==> config.mk <==
export PLATFORM = sky130hd
export DESIGN_NAME = ptch_fusion_integrator
export DESIGN_NICKNAME = d
export VERILOG_FILES = /design/src/rtl/ptch_fusion_integrator.sv
export SDC_FILE = /design/constraint.sdc
export NUM_CORES = 1
export LEC_CHECK = 0
export CAP_MARGIN = 30
export CORE_MARGIN = 5
export CORE_UTILIZATION = 55
export CTS_CLUSTER_SIZE = 8
export DETAILED_ROUTE_END_ITERATION = 12
export DONT_BUFFER_PORTS = 1
export PLACE_DENSITY_LB_ADDON = 0.25
export SYNTH_ARGS = -nofsm -noshare
export SYNTH_HDL_FRONTEND = slang
export SYNTH_SLANG_ARGS = --single-unit
export TNS_END_PERCENT = 5
==> constraint.sdc <==
create_clock -name clk -period 6.05 [get_ports clk]
set_input_delay 0 -clock clk [delete_from_list [all_inputs] [get_ports clk]]
set_output_delay 0 -clock clk [all_outputs]
set_load 0.005 [all_outputs]
==> src/rtl/ptch_fusion_integrator.sv <==
// Pitch fusion integrator: integrates offset-compensated pitch rate and
// pulls the integral toward accelerometer-derived pitch by a fixed step.
// An optional startup phase learns the gyro rate offset as a sample average.
//
//   state   | meaning
//   --------+------------------------------------------------------------
//   ST_CAL  | accumulating 2**CAL_LOG2 raw rate samples to learn rt_off
//   ST_RUN  | integrating each sample into ptch_int; terminal until reset
module ptch_fusion_integrator #(
   parameter bit          CAL_EN         = 1'b1,
   parameter int          CAL_LOG2       = 4,
   parameter logic [15:0] PTCH_RT_OFFSET = 16'h0050,
   parameter logic [15:0] AZ_OFFSET      = 16'h00A0,
   parameter int          AZ_SCALE       = 327,
   parameter int          FUSION_STEP    = 1024
) (
   input  logic               clk,
   input  logic               rst_n,
   input  logic               vld,
   input  logic signed [15:0] ptch_rt,
   input  logic signed [15:0] AZ,
   output logic signed [15:0] ptch,
   output logic               ptch_vld,
   output logic               cal_done
);

   typedef enum logic {ST_CAL, ST_RUN} state_t;

   localparam state_t             ST_RESET   = CAL_EN ? ST_CAL : ST_RUN;
   localparam logic signed [15:0] RT_OFF_RST = CAL_EN ? 16'sd0 : PTCH_RT_OFFSET;
   localparam logic signed [25:0] AZ_SCALE_W = 26'(AZ_SCALE);
   localparam logic [27:0]        FUS_POS    = 28'(FUSION_STEP);
   localparam logic [27:0]        FUS_NEG    = 28'(-FUSION_STEP);
   localparam logic [26:0]        INT_MAX    = 27'h3FF_FFFF;
   localparam logic [26:0]        INT_MIN    = 27'h400_0000;

   state_t                   state, state_nxt;
   logic                     cal_step, cal_last, run_step;

   logic signed [15:0]       rt_off;
   logic signed [26:0]       ptch_int;
   logic signed [23:0]       cal_acc;
   logic [CAL_LOG2-1:0]      cal_cnt;

   logic [16:0]              rt_diff, az_diff;
   logic signed [15:0]       rt_comp, az_comp;
   logic signed [25:0]       az_prod;
   logic signed [26:0]       ptch_az;
   logic [27:0]              fus, sum28;
   logic [26:0]              nxt;
   logic signed [23:0]       cal_sum;

   // Clamp a 17-bit difference back into 16-bit signed range.
   function automatic logic signed [15:0] sat16(input logic [16:0] v);
      if (v[16] != v[15]) begin
         return v[16] ? 16'sh8000 : 16'sh7FFF;
      end
      return $signed(v[15:0]);
   endfunction

   // Offset compensation, accel-to-pitch scaling, fusion nudge and saturating integration.
   always_comb begin
      rt_diff = {ptch_rt[15], ptch_rt} - {rt_off[15], rt_off};
      az_diff = {AZ[15], AZ} - {AZ_OFFSET[15], AZ_OFFSET};
      rt_comp = sat16(rt_diff);
      az_comp = sat16(az_diff);
      az_prod = $signed({{10{az_comp[15]}}, az_comp}) * AZ_SCALE_W;
      ptch_az = 27'(az_prod >>> 13);
      fus     = '0;
      if (ptch_az > ptch_int) begin
         fus = FUS_POS;
      end else if (ptch_az < ptch_int) begin
         fus = FUS_NEG;
      end
      sum28 = {ptch_int[26], ptch_int} - {{12{rt_comp[15]}}, rt_comp} + fus;
      if (sum28[27] != sum28[26]) begin
         nxt = sum28[27] ? INT_MIN : INT_MAX;
      end else begin
         nxt = sum28[26:0];
      end
      cal_sum = cal_acc + $signed({{8{ptch_rt[15]}}, ptch_rt});
   end

   // Phase register.
   always_ff @(posedge clk or negedge rst_n) begin
      if (!rst_n) begin
         state <= ST_RESET;
      end else begin
         state <= state_nxt;
      end
   end

   // Next phase and per-sample qualifiers.
   always_comb begin
      state_nxt = state;
      cal_step  = 1'b0;
      cal_last  = 1'b0;
      run_step  = 1'b0;
      case (state)
         ST_CAL: begin
            if (vld) begin
               cal_step = 1'b1;
               if (cal_cnt == '1) begin
                  cal_last  = 1'b1;
                  state_nxt = ST_RUN;
               end
            end
         end
         ST_RUN: begin
            run_step = vld;
         end
         default: state_nxt = ST_RESET;
      endcase
   end

   // Calibration accumulator; the final sample's average becomes the rate offset.
   always_ff @(posedge clk or negedge rst_n) begin
      if (!rst_n) begin
         cal_acc <= '0;
         cal_cnt <= '0;
         rt_off  <= RT_OFF_RST;
      end else if (cal_step) begin
         cal_acc <= cal_sum;
         cal_cnt <= cal_cnt + 1'b1;
         if (cal_last) begin
            rt_off <= 16'(cal_sum >>> CAL_LOG2);
         end
      end
   end

   // Integral update and output strobe, both only for samples taken in run phase.
   always_ff @(posedge clk or negedge rst_n) begin
      if (!rst_n) begin
         ptch_int <= '0;
         ptch_vld <= 1'b0;
      end else begin
         ptch_vld <= run_step;
         if (run_step) begin
            ptch_int <= $signed(nxt);
         end
      end
   end

   assign ptch     = ptch_int[26:11];
   assign cal_done = (state == ST_RUN);

endmodule

### Word-level counts from Yosys, hierarchy flattened

Cells that the tools add are included.

* flip-flop bits (word level): 73
* bits in latches: 0
* bits in writable memories: 0
* memory bits (read-only): 0
* input port bits: 35
* logic and storage cells: 39
* memories: 0

* $add $sub $neg: 6
* $mul: 1
* divide/modulo/power cells: 0
* order comparisons: 2
* equal/unequal tests: 4
* shifts and indexed selects: 0
* multiplexer cells: 19
* bitwise gates (word level): 0
* reductions and logical operators: 1

Operators with widths (number)
* $mux 16: 6
* $mux 28: 2
* $mux 27: 2
* $add 28x28->28: 1
* $sub 27x16->28: 1
* $gt 13x27->1: 1
* $lt 13x27->1: 1
* $mul 16x10->26 const B: 1
* $add 24x16->24: 1
* $sub 16x16->17: 1
* $sub 16x9->17 const B: 1
* $mux 1: 9
* $add 4x1->4 const B: 1
* $eq 4x4->1 const B: 1
* $ne 1x1->1: 3
* $reduce_and 2->1: 1

### Depth between registers and ports, before layout

* word-level depth: 11
* gate-level depth with buffers: 48
* gate-level depth less buffers: 46

### Worst setup path after synthesis

Ideal clock, no wire load.

* kind: input-to-reg
* from: input AZ[5]
* to: register ptch_int[20]
* setup time: 88 ps
* arrival: 10920 ps
* data required time: 5962 ps
* path slack: -4958 ps
* cell stages on the path: 45
* path buffers: 2
* path through: inv_1 -> ha_1 -> nand2b_1 -> and3_1 -> xnor2_1 -> ha_1 -> clkbuf_1 -> xnor2_1 -> a311oi_1 -> ha_1 -> ha_1 -> fa_1 -> fa_1 -> inv_1 -> fa_1 -> inv_1 -> ha_1 -> nand3_1 -> (+9 left out) -> o21ai_0 -> nand2b_1 -> a21oi_1 -> o21ai_0 -> o31ai_1 -> o22a_1 -> fa_1 -> ha_1 -> a2111oi_2 -> o21ai_1 -> a221oi_2 -> a21oi_1 -> or3_1 -> and3_4 -> nor2_4 -> buf_6 -> nand2_4 -> o211ai_1

* word-level cells in the longest chain between the ends: 11
* elaborated cells on any way between the ends: 15

Ends and longest elaborated chain
* start, declared: line 21 `input logic signed [15:0] AZ,`
* $sub 16x9->17 (*): line 64 `az_diff = {AZ[15], AZ} - {AZ_OFFSET[15], AZ_OFFSET};`
* $mux 16 or $ne 1x1->1 (tied branches): line 56, 55
* $mux 16 or $mux 1 (tied branches): line 55 `if (v[16] != v[15]) begin`
* $mux 16 (*): line 58 `return $signed(v[15:0]);`
* $mul 16x10->26 (*): line 67 `az_prod = $signed({{10{az_comp[15]}}, az_comp}) * AZ_SCALE_W;`
* $lt 13x27->1: line 72 `end else if (ptch_az < ptch_int) begin`
* $mux 28: line 72
* $mux 28 (*): line 70 `if (ptch_az > ptch_int) begin`
* $add 28x28->28 (*): line 75 `sum28 = {ptch_int[26], ptch_int} - {{12{rt_comp[15]}}, rt_comp} + fus;`
* $mux 27 or $ne 1x1->1 (tied branches): line 77, 76
* $mux 27 (*): line 76 `if (sum28[27] != sum28[26]) begin`
* end signal, assigned: line 139 `ptch_int <= $signed(nxt);`
* end, declared: line 41 `logic signed [26:0] ptch_int;`

Mark *: on every way between the ends. The rest lies on a longest branch, timed or not. The select of a mux whose other input is x is not followed.
A chain may end at the register's enable or synchronous reset.

### Worst setup path after layout

* from: input AZ[8]
* to: register ptch_int[20]

Same word-level chain as after synthesis.

==> metrics.csv <==
stage,metric,value,unit
outcome,status,"finished, violations left",
outcome,violations,negative setup slack,
place,gp_congestion,0.9140,
timing,finClkSkew,7.071,ps
logic_synthesis,yosys_warnings,0,
logic_synthesis,synthArstFlopShare,100.0,%
clock_network,clkLatencyLatePin,340,ps
timing,hold_viol,0,
logic_synthesis,synth-seq-area-share,17.61,%
floorplanning,ios,53,
worst_setup_path,critPathCaptureType,register,
detailed_routing,vias,8553,
clock_network,cts.reportedPaths.clkPinSlew,60,ps
final_layout,fin_nets,1565,
detailed_routing,drt-total-wl,25810,um
logic_synthesis,synth_edf_count,0,
timing,rsz0062_at_grt,yes,
worst_setup_path,critical_path_depth,52,
logic_synthesis,synth_top_area_share,23.23,%
place,dpl.hpwl,19030,um
floorplanning,die_y,143.5,um
worst_setup_path,path_class,in2reg,
logic_synthesis,synth_area_leaders,"ha_1 (23%), dfrtp_1 (18%), fa_1 (12%), a21oi_1 (4.7%), xnor2_1 (4.6%)",
worst_setup_path,start_kind,primary input,
floorplanning,rows,48,
final_layout,final_cell_mix,"buf_4 (181), ha_1 (144), inv_1 (106)",
timing,setup_viol_count_final,27,
logic_synthesis,ys_ff_latch,69,
timing,max_freq,0.1043,GHz
timing,min_period_over_period,158.5,%
detailed_routing,via_per_inst,5.638,
clock_network,cts_inserted_buffers,9,
detailed_routing,firstDrtPassIters,5,
worst_setup_path,cp.required,6290,ps
worst_setup_path,critPathSlowestCell,fa_1,
global_route,antenna_found_initial,0,
detailed_routing,remaining_drc_errors,0,
worst_setup_path,cpPeakStageDelay,580,ps
worst_setup_path,r2r-start,rt_off[1]$_DFFE_PN0P_,
logic_synthesis,synth_top_cell_by_area,ha_1,
detailed_routing,routedWlPerCell,17.01,um
worst_setup_path,timing.rr.end,ptch_int[20]$_DFFE_PN0P_,
logic_synthesis,synthesis.instances,1111,
place,port-buffer-count,0,
place,dpl_worst_slack,-4181,ps
global_route,grt_pass1_vias,8455,
floorplanning,start_util,56.29,%
final_layout,area_growth_syn_to_layout,29.82,%
logic_synthesis,synth_area,9804,um^2
flow_run,max-cap-violations,0,
worst_setup_path,crit_family,adder cells,
worst_setup_path,r2r_slack,-190,ps
timing,final.min_clock_period,9589,ps
global_route,grtUsageTotal,24.08,%
final_layout,diodes,0,
timing,setup_ws,-3539,ps
logic_synthesis,synthesis.nets,1389,
clock_network,cts_max_level,3,
final_layout,final_common_cell,buf_4,
floorplanning,die-area,20600,um^2
global_route,grt.overflow.total,0,
logic_synthesis,synth.avg_cell_area,8.825,um^2
global_route,grt_pass1_wl,40490,um
clock_network,cts_tree,yes,
worst_setup_path,path_max_fanout,5,
worst_setup_path,endpoint,ptch_int[20]$_DFFE_PN0P_,
clock_network,cts_buffer_depth,2,
timing,slew_viol_final,0,
detailed_routing,ant_nets,0,
global_route,grt_max_degree,70,
worst_setup_path,cp.arrival,9830,ps
floorplanning,core-area,17420,um^2
detailed_routing,first_iter_violations,386,
worst_setup_path,critPathBufInv,12,
logic_synthesis,synth.distinct_cells,69,
logic_synthesis,ys.flop_type,dfrtp_1,
clock_network,clock-sinks,69,
floorplanning,dieWidth,143.5,um
clock_network,clockRootBuffer,clkbuf_16,
worst_setup_path,r2r_cells,29,
timing,relSlewSlack,63.90,%
timing,tightest_slew,540.1,ps
worst_setup_path,crit_start,AZ[8],
final_layout,drive_gt1_share,27.86,%
min_path,hold_class,in2reg,
==> what timing repair did <==
action / in CTS / in global routing
pin swaps: 46 / 59
cloned: 3 / 0
hold endpoints to repair: 74 / 0
endpoints found under the setup margin: 27 / 27
buffers inserted: 15 / 15
resized for setup: 65 / 62
hold buffers: 5 / 0
==> state kept, by name (all words and copies together), names as in the netlist <==
| register | count |
|---|---|
| cal_cnt | 4 |
| rt_off | 16 |
| ptch_vld | 1 |
| cal_acc | 20 |
| ptch_int | 27 |
| cal_done | 1 |
==> stage by stage <==
| stage | TNS [ps] | area (um^2) | util, % | std cells | hold WS, ps |
|---|---|---|---|---|---|
| floorplan | -96170 | 10030 | - | 1111 | -295.6 |
| global placement | -105040 | 11340 | 65.11 | 1464 | -293.8 |
| detailed placement | -111020 | 11340 | 65.11 | 1464 | -293.9 |
| CTS | -90330 | 12230 | 70.21 | 1502 | 24.21 |
| global route | -104750 | 12730 | 73.08 | 1517 | 37.61 |
| finish | -93410 | 12730 | 73.08 | 1517 | 60.67 |
==> cells by family (layout without fill, tap and decap cells) <==
family                   after synthesis  in the layout  synth area share [%]
AO/OA/AOI/OAI                        311            312                 19.96
AND/OR/NAND/NOR                      254            254                 12.71
adder cells (fa/ha/maj)              244            244                 35.78
buffers and inverters                153            332                 6.751
XOR/XNOR                              78             79                 6.968
flip-flops                            69             69                 17.61
multiplexers                           2              2                0.2169
==> metal layers <==
| layer | routed length [um] | share of wire, % | vias to the layer above | global-route usage, % |
|---|---|---|---|---|
| li1 | - | - | 4271 | - |
| met1 | 11420 | 44 | 4115 | 32.17 |
| met2 | 13150 | 51 | 138 | 41.52 |
| met3 | 853 | 3.3 | 29 | 3.794 |
| met4 | 376 | 1.5 | 0 | 5.055 |
| met5 | 0 | 0 | - | 0 |
==> area by class of cell <==
type / instances / area, um^2
clock buffer: 9 / 225.2
multi-input combinational: 891 / 8318
clock inverter: 7 / 72.57
tap: 225 / 281.5
sequential: 69 / 1727
inverter: 114 / 430.4
fill: 1260 / 4688
timing repair buffer: 202 / 1674
==> worst min-delay path by stage <==
stage          start  slack, ps                        to  depth (start not counted)
6_report         vld         60  ptch_int[26]$_DFFE_PN0P_                          2
2_1_floorplan  rst_n       -300    cal_acc[0]$_DFFE_PN0P_                          0
4_1_cts          vld         20  ptch_int[26]$_DFFE_PN0P_                          2
3_5_place_dp   rst_n       -290   cal_acc[17]$_DFFE_PN0P_                          0
5_1_grt          vld         40  ptch_int[26]$_DFFE_PN0P_                          2
3_3_place_gp   rst_n       -290   cal_acc[16]$_DFFE_PN0P_                          0
==> synth_stat cells (11+ instances only) <==
| master | number |
|---|---|
| o21a_1 | 15 |
| clkbuf_1 | 14 |
| o22ai_1 | 16 |
| a31oi_1 | 11 |
| a21oi_1 | 92 |
| nor2_1 | 55 |
| a21o_1 | 23 |
| inv_1 | 113 |
| o21ai_0 | 84 |
| fa_1 | 61 |
| xnor2_1 | 51 |
| xor2_1 | 27 |
| buf_4 | 18 |
| dfrtp_1 | 69 |
| nand2b_1 | 14 |
| ha_1 | 182 |
| nor2b_1 | 17 |
| nand2_1 | 79 |
| nor3_1 | 19 |
| nand3_1 | 19 |
Power is not shown: default switching activity piles up to over one toggle a cycle in this logic, so the estimate is an artifact.
